<file path="config.mk">
export PLATFORM = sky130hd
export DESIGN_NAME = timer_bank
export DESIGN_NICKNAME = d
export VERILOG_FILES = /design/src/rtl/timer_bank.sv
export SDC_FILE = /design/constraint.sdc
export NUM_CORES = 1
export LEC_CHECK = 0
export BUFFER_PORTS_ARGS = -buffer_cell sky130_fd_sc_hd__buf_2
export CAP_MARGIN = 20
export CORE_ASPECT_RATIO = 0.75
export CORE_MARGIN = 4
export CORE_UTILIZATION = 45
export DETAILED_ROUTE_END_ITERATION = 8
export RECOVER_POWER = 25
export SLEW_MARGIN = 20
export SYNTH_ARGS = -nofsm -noshare
export SYNTH_HDL_FRONTEND = slang
export SYNTH_SLANG_ARGS = --single-unit
</file>
<file path="constraint.sdc">
create_clock -name clk24 -period 6.75 [get_ports clk24]
set_clock_uncertainty 0.1 [all_clocks]
set_input_delay 0.675 -clock clk24 [delete_from_list [all_inputs] [get_ports clk24]]
set_output_delay 0.675 -clock clk24 [all_outputs]
set_load 0.05 [all_outputs]
</file>
<file path="src/rtl/timer_bank.sv">
// timer_bank: NCH independent timer channels on the picorv32 system bus.
// Each channel has a counter, compare register, auto-reload and one-shot
// modes, a sticky MATCH flag and an interrupt enable. Per-channel register
// words: 0 CTRL, 1 CNT, 2 CMP, 3 PRESC. Accesses use the one-wait-state
// cs/rdy handshake.
// Optional feature: define TIMER_BANK_PRESCALE_EN to build the per-channel
// prescaler (pcnt and PRESC). Without it every enabled cycle is a tick and
// PRESC reads as 0.
module timer_bank #(
    parameter int NCH   = 4,
    parameter int WIDTH = 32,
    parameter int PSW   = 16
) (
    input  logic        clk24,
    input  logic        reset,
    input  logic        cs,
    input  logic [3:0]  we,
    input  logic [5:0]  addr,
    input  logic [31:0] din,
    output logic [31:0] dout,
    output logic        rdy,
    output logic        irq
);

    localparam logic [1:0] REG_CTRL  = 2'd0;
    localparam logic [1:0] REG_CNT   = 2'd1;
    localparam logic [1:0] REG_CMP   = 2'd2;
    localparam logic [1:0] REG_PRESC = 2'd3;

    // Replace only the byte lanes whose strobe is set.
    function automatic logic [31:0] merge_lanes(input logic [31:0] old_v,
                                                input logic [31:0] new_v,
                                                input logic [3:0]  be);
        logic [31:0] res;
        res = old_v;
        for (int b = 0; b < 4; b++) begin
            if (be[b]) begin
                res[8*b +: 8] = new_v[8*b +: 8];
            end else begin
                res[8*b +: 8] = old_v[8*b +: 8];
            end
        end
        return res;
    endfunction

    logic [NCH-1:0]   r_en;
    logic [NCH-1:0]   r_ar;
    logic [NCH-1:0]   r_os;
    logic [NCH-1:0]   r_ie;
    logic [NCH-1:0]   r_match;
    logic [WIDTH-1:0] r_cnt [NCH];
    logic [WIDTH-1:0] r_cmp [NCH];
`ifdef TIMER_BANK_PRESCALE_EN
    logic [PSW-1:0]   r_presc [NCH];
    logic [PSW-1:0]   r_pcnt  [NCH];
`endif
    logic [31:0]      r_dout;
    logic             r_rdy;
    logic             r_irq;

    logic             w_acc;
    logic             w_wr;
    logic [1:0]       w_reg;
    logic [NCH-1:0]   w_sel;
    logic [NCH-1:0]   w_tick;
    logic [NCH-1:0]   w_hit;
    logic [31:0]      w_rdata;
    logic [31:0]      w_wdata;
    logic             w_unused;

    assign dout = r_dout;
    assign rdy  = r_rdy;
    assign irq  = r_irq;

    // The merged write word is only partly consumed for narrow fields.
`ifdef TIMER_BANK_PRESCALE_EN
    assign w_unused = ^w_wdata;
`else
    assign w_unused = ^{w_wdata, PSW[0]};
`endif

    // Decode the access and form the addressed register's read/merge value.
    always_comb begin
        w_acc   = cs & ~r_rdy;
        w_wr    = w_acc & (|we);
        w_reg   = addr[1:0];
        w_rdata = 32'd0;
        w_sel   = '0;
        for (int i = 0; i < NCH; i++) begin
            if (int'(addr[5:2]) == i) begin
                w_sel[i] = w_wr;
                case (w_reg)
                    REG_CTRL:  w_rdata = {23'd0, r_match[i], 4'd0,
                                          r_ie[i], r_os[i], r_ar[i], r_en[i]};
                    REG_CNT:   w_rdata = 32'(r_cnt[i]);
                    REG_CMP:   w_rdata = 32'(r_cmp[i]);
`ifdef TIMER_BANK_PRESCALE_EN
                    REG_PRESC: w_rdata = 32'(r_presc[i]);
`else
                    REG_PRESC: w_rdata = 32'd0;
`endif
                    default:   w_rdata = 32'd0;
                endcase
            end else begin
                w_sel[i] = 1'b0;
            end
        end
        w_wdata = merge_lanes(w_rdata, din, we);
    end

    // Per-channel tick and compare-hit detection.
    always_comb begin
        w_tick = '0;
        w_hit  = '0;
        for (int i = 0; i < NCH; i++) begin
`ifdef TIMER_BANK_PRESCALE_EN
            w_tick[i] = r_en[i] & (r_pcnt[i] == r_presc[i]);
`else
            w_tick[i] = r_en[i];
`endif
            w_hit[i] = w_tick[i] & (r_cnt[i] == r_cmp[i]);
        end
    end

    // Bus handshake, registered read data and combined interrupt.
    always_ff @(posedge clk24) begin
        if (reset) begin
            r_rdy  <= 1'b0;
            r_dout <= 32'd0;
            r_irq  <= 1'b0;
        end else begin
            r_rdy <= cs & ~r_rdy;
            if (w_acc) begin
                r_dout <= w_rdata;
            end else begin
                r_dout <= r_dout;
            end
            r_irq <= |(r_match & r_ie);
        end
    end

    // Channel control bits, counter and compare; bus CNT writes beat ticks.
    always_ff @(posedge clk24) begin
        if (reset) begin
            r_en    <= '0;
            r_ar    <= '0;
            r_os    <= '0;
            r_ie    <= '0;
            r_match <= '0;
            for (int i = 0; i < NCH; i++) begin
                r_cnt[i] <= '0;
                r_cmp[i] <= '0;
            end
        end else begin
            for (int i = 0; i < NCH; i++) begin
                if (w_sel[i] && (w_reg == REG_CTRL)) begin
                    r_ar[i] <= w_wdata[1];
                    r_os[i] <= w_wdata[2];
                    r_ie[i] <= w_wdata[3];
                end
                // A one-shot hit disables the channel even against a CTRL write.
                if (w_hit[i] && r_os[i]) begin
                    r_en[i] <= 1'b0;
                end else if (w_sel[i] && (w_reg == REG_CTRL)) begin
                    r_en[i] <= w_wdata[0];
                end
                // A hit setting MATCH wins over a simultaneous W1C.
                if (w_hit[i]) begin
                    r_match[i] <= 1'b1;
                end else if (w_sel[i] && (w_reg == REG_CTRL) && we[1] && din[8]) begin
                    r_match[i] <= 1'b0;
                end
                if (w_sel[i] && (w_reg == REG_CNT)) begin
                    r_cnt[i] <= w_wdata[WIDTH-1:0];
                end else if (w_hit[i] && r_ar[i]) begin
                    r_cnt[i] <= '0;
                end else if (w_tick[i]) begin
                    r_cnt[i] <= r_cnt[i] + WIDTH'(1);
                end
                if (w_sel[i] && (w_reg == REG_CMP)) begin
                    r_cmp[i] <= w_wdata[WIDTH-1:0];
                end
            end
        end
    end

`ifdef TIMER_BANK_PRESCALE_EN
    // Prescaler: pcnt runs while enabled, restarts on a tick or a CNT write.
    always_ff @(posedge clk24) begin
        if (reset) begin
            for (int i = 0; i < NCH; i++) begin
                r_presc[i] <= '0;
                r_pcnt[i]  <= '0;
            end
        end else begin
            for (int i = 0; i < NCH; i++) begin
                if (w_sel[i] && (w_reg == REG_PRESC)) begin
                    r_presc[i] <= w_wdata[PSW-1:0];
                end
                if (w_sel[i] && (w_reg == REG_CNT)) begin
                    r_pcnt[i] <= '0;
                end else if (w_tick[i]) begin
                    r_pcnt[i] <= '0;
                end else if (r_en[i]) begin
                    r_pcnt[i] <= r_pcnt[i] + PSW'(1);
                end
            end
        end
    end
`endif

endmodule

</file>
---- Word level (Yosys, flattened, before mapping) ----
Memory sizes are Yosys's and may differ from the RTL's.
Index checks and enable logic that the tools add are counted.
operators by class
  add/subtract/negate cells ............... 4
  $mul .................................... 0
  divide/modulo/power cells ............... 0
  order comparisons ....................... 0
  equal/unequal tests ..................... 10
  shift operators ......................... 0
  multiplexer cells ....................... 102
  bitwise logic cells ..................... 24
  reductions and logical operators ........ 40
operator list
  cell                     number
  $mux W32                 20
  $pmux W32 S4             4
  $add A32 B1 Y32 const B  4
  $eq A32 B32 Y1           4
  $mux W1                  74
  $mux W8                  4
  $logic_and A1 B1 Y1      28
  $or A1 B1 Y1             16
  $eq A4 B3 Y1 const B     2
  $reduce_bool A2 Y1       4
  $reduce_or A2 Y1         4
  $reduce_or A4 Y1         2
  $and A1 B1 Y1            6
  $and A4 B4 Y4            1
  $eq A2 B2 Y1 const B     2
  $eq A4 B2 Y1 const B     1
  $logic_not A4 Y1         1
  $eq A2 B1 Y1 const B     1
  $logic_not A2 Y1         1
  $not A1 Y1               1
storage, ports and cells
  register bits ........................... 54
  latch bits .............................. 0
  bits in writable memories ............... 256
  memory bits (read-only) ................. 0
  logic and storage cells ................. 205
  memories kept ........................... 2
memories
  memory  depth  width  read ports  clocked after Yosys merged registers in  write ports  line  RTL
  r_cmp   4      32     4           0                                        4            52    logic [WIDTH-1:0] r_cmp [NCH];
  r_cnt   4      32     4           0                                        4            51    logic [WIDTH-1:0] r_cnt [NCH];

---- Longest topological paths before layout ----
  depth in word-level cells ............... 11
  depth in mapped cells ................... 10
  mapped depth without buffers ............ 7

---- Worst setup path before layout ----
Ideal clock, no wire load.
  path type ............................... input -> register
  start point ............................. in addr[3]
  end point ............................... mem r_cmp[2][0], enable pin
  setup time .............................. 0.470 ns
  arrival time ............................ 4.217 ns
  required time ........................... 6.180 ns
  path slack .............................. 1.963 ns
  cell stages on the path ................. 7
  path through ............................ buf_4 or3b_1 buf_2 or2_1 buf_6 buf_6 o31ai_1
RTL lines
  what             line  RTL
  start, declared  18    input logic [5:0] addr,
  end, declared    52

==> metrics.md <==
| Metric | Value |
|---|---|
| Number of synthesized flops with an enable pin | `256` |
| Worst VDD drop | `0.138 mV` |
| Root Buffer | `clkbuf_16` |
| Vias in the first global route | `13,931` |
| Post-synth top cells | `edfxtp_1, nor2_1, xnor2_1` |
| Area Overhead vs Synth | `9.12%` |
| Leakage Power | `6.35 nW` |
| Fillers | `3,646` |
| Post-cts sizing count | `0` |
| Final instance area | `19,600 sq um` |
| Slew @ Worst Pin | `2.74 ns` |
| Post-synth top flop | `edfxtp_1` |
| RSZ-0062 raised after global routing | `no` |
| Final Cycle Share | `78.0%` |
| Number of max-cap violations | `8` |
| Ys async rst share | `0%` |
| Clk_lat worst skew | `0.54 ns` |
| Crit end category | `register` |
| Ant. Diodes | `0` |
| Data arrival time of the worst path | `5.51 ns` |
| Slew Limit Fails | `272` |
| Finished Layout Cells | `2,289` |
| Drt pass-1 iters | `6` |
| Slowest CP cell | `clkbuf_1` |
| Routed Wire Length | `62,200 um` |
| Final setup violation count | `0` |
| Placed cells | `2,228` |
| CTS tree | `built` |
| Dpl cell area | `18,600 sq um` |
| Ports | `79` |
| Die width | `239 um` |
| All-layer global routing usage | `28.0%` |
| Failing checks | `capacitance limit, slew limit` |
| Register area share after synthesis | `48.8%` |
| GPL Wtd Cong | `0.947` |
| Chip height | `181 um` |
| Final hold vios | `0` |
| Area leader, netlist | `edfxtp_1` |
| Residual DRC | `0` |
| Setup repair bufs after CTS | `0` |
| Vias/cell | `6.53` |
| PwrDens | `234 nW/um^2` |
| Cells after Synth | `1,731` |
| CP cell instances | `clkbuf_1 > nor2b_4 > clkbuf_1 > a22oi_1 > a211o_1 > nand3_1 > o21ai_0 > clkbuf_1 > o22ai_1` |
| Die area | `43,300 sq um` |
| First-pass GRT wire length | `92,200 um` |
| Worst hold-check path type | `reg2reg` |
| CTS Hold Bufs | `0` |
| Top post-synthesis cells by area | `edfxtp_1, xnor2_1, dfxtp_1` |
| Largest net degree at the start of global routing | `58` |
| CTS H-Tree Depth | `2` |
| TNS Setup | `0 ns` |
| Initial antenna violation count | `0` |
| Final min period | `5.26 ns` |
| HPWL after DPL | `43,300 um` |
| CTS buffer count | `34` |
| Clock transition at the registers of the reported paths | `0.07 ns` |
| Placeable core area | `39,500 sq um` |
| Post-Syn Area | `18,000 sq um` |
| Register-to-register setup slack | `2.39 ns` |
| Area share of the largest cell type after synthesis | `42.8%` |
| Syn_area_per_cell | `10.4 sq um` |
| Max Freq | `190 MHz` |
| Util after Layout | `49.7%` |
| FP Rows | `63` |
| Biggest cell delay along the critical path | `1.95 ns` |
| Routed Antenna Nets | `0` |
| CTS sink count | `310` |
| Syn. warnings | `0` |
| DR iter-0 viols | `2,215` |
| I/O Buffers | `78` |
| Most frequent cell after synthesis | `edfxtp_1` |
| Layout net count | `1,793` |
| Critical Path RT | `7.00 ns` |
| Post-DR wirelength/cell | `27.2 um` |
| Grt total ovfl | `0` |
| Layout cell share with drive strength beyond 1 | `11.0%` |
| Status | `complete, but fails checks` |
| Max clock buf depth | `3` |
| Worst Path Max Fanout | `48` |
| Number of synthesized register bits | `310` |
| Synth cell types | `65` |
| Cell mode on critical path | `clkbuf_1` |
| Vias | `14,951` |
| Worst Path Class, Setup | `in2reg` |
| Syn_nets | `1,780` |
| CP Launch Type | `input port` |
| Initial core utilization | `45.5%` |
| Slew headroom | `-82.8%` |
through the flow:
step | total power [mW] | hold slack (ns) | worst slack [ns]
CTS | 4.60 | 0.385 | 3.21
global route | 4.72 | 0.421 | 1.46
detailed placement | 2.74 | 0.370 | 2.78
floorplan | 2.55 | 0.335 | 1.96
global placement | 2.74 | 0.369 | 2.50
finish | 4.59 | 0.392 | 1.49
registers in the layout, summed over array words and instances, names as in the netlist:
signal / flops
r_cmp: 128
r_cnt: 128
dout: 32
r_ar: 4
r_en: 4
r_ie: 4
r_match: 4
r_os: 4
irq: 1
rdy: 1
placed cells by master, fill, tap and decap left out, types with 5 or more instances in the layout:
| cell | count |
|---|---|
| a211oi_1 | 5 |
| and4_1 | 11 |
| or2_2 | 9 |
| nor3_1 | 62 |
| clkbuf_16 | 37 |
| nand2_1 | 64 |
| o22ai_1 | 134 |
| o31ai_2 | 15 |
| o2bb2ai_1 | 10 |
| o31ai_1 | 9 |
| nor2_1 | 230 |
| nand3_1 | 63 |
| clkbuf_1 | 57 |
| mux2_2 | 10 |
| o22a_1 | 23 |
| nor4_1 | 14 |
| o22ai_2 | 8 |
| nand2b_1 | 20 |
| inv_1 | 22 |
| a21oi_2 | 8 |
| and3_1 | 19 |
| mux2i_1 | 16 |
| nand4_1 | 53 |
| a21oi_1 | 20 |
| edfxtp_1 | 256 |
| a22oi_1 | 90 |
| and2_1 | 8 |
| a211o_1 | 8 |
| xnor2_1 | 139 |
| dfxtp_1 | 54 |
| a221oi_1 | 32 |
| buf_4 | 24 |
| buf_2 | 41 |
| o21ai_0 | 8 |
| xor2_1 | 109 |
| clkbuf_8 | 6 |
| nor4_2 | 5 |
routing by layer:
metal | track usage, % | vias to the layer above | wire length (um)
li1 | - | 6567 | -
met1 | 43.6 | 7432 | 27300
met2 | 39.4 | 870 | 26000
met3 | 6.65 | 82 | 7480
met4 | 6.22 | 0 | 1360
met5 | 0 | - | 0
where the power goes:
group | switching (mW) | leakage [nW] | internal [mW] | total (mW)
sequential | 0.0825 | 3.09 | 2.14 | 2.22
clock | 0.807 | 0.544 | 1.07 | 1.88
combinational | 0.350 | 2.72 | 0.140 | 0.490
critical path: cells and delay by family:
kind	cells	cell delay (ns)
AO/OA/AOI/OAI	4	1.30
buffers and inverters	3	3.08
AND/OR/NAND/NOR	2	0.42
final timing paths:
kind                                      to                 start  cells after the start
hold / removal          r_en[3]$_SDFFE_PP0P_  r_os[3]$_SDFFE_PP0P_                      1
setup / recovery   r_cnt[0][2]$_SDFFCE_PN0P_               addr[1]                      9
setup reg to reg  r_cnt[2][23]$_SDFFCE_PN0P_        rdy$_SDFF_PP0_                      7
hold reg to reg         r_en[3]$_SDFFE_PP0P_  r_os[3]$_SDFFE_PP0P_                      1
cells by family (layout without fill, tap and decap cells):
group | after synthesis | after routing | synth area share [%]
fa+ha+maj | 4 | 4 | 0.278
simple gates | 582 | 582 | 15.9
compound gates | 400 | 400 | 16.8
flops | 310 | 310 | 48.8
mux | 27 | 27 | 1.59
xor+xnor | 248 | 248 | 12.1
buf+inv | 160 | 198 | 4.57
layout make-up:
| type | instances | area (sq um) | share of cell area [%] |
|---|---|---|---|
| clock buffer | 53 | 1050 | 5.33 |
| clock inverter | 8 | 47.5 | 0.242 |
| inverter | 24 | 90.1 | 0.459 |
| multi-input combinational | 1261 | 8440 | 43.0 |
| sequential | 310 | 8770 | 44.7 |
| tap | 520 | 651 | 3.32 |
| timing repair buffer | 113 | 582 | 2.97 |
No activity file was read; power rests on OpenSTA's default activity.
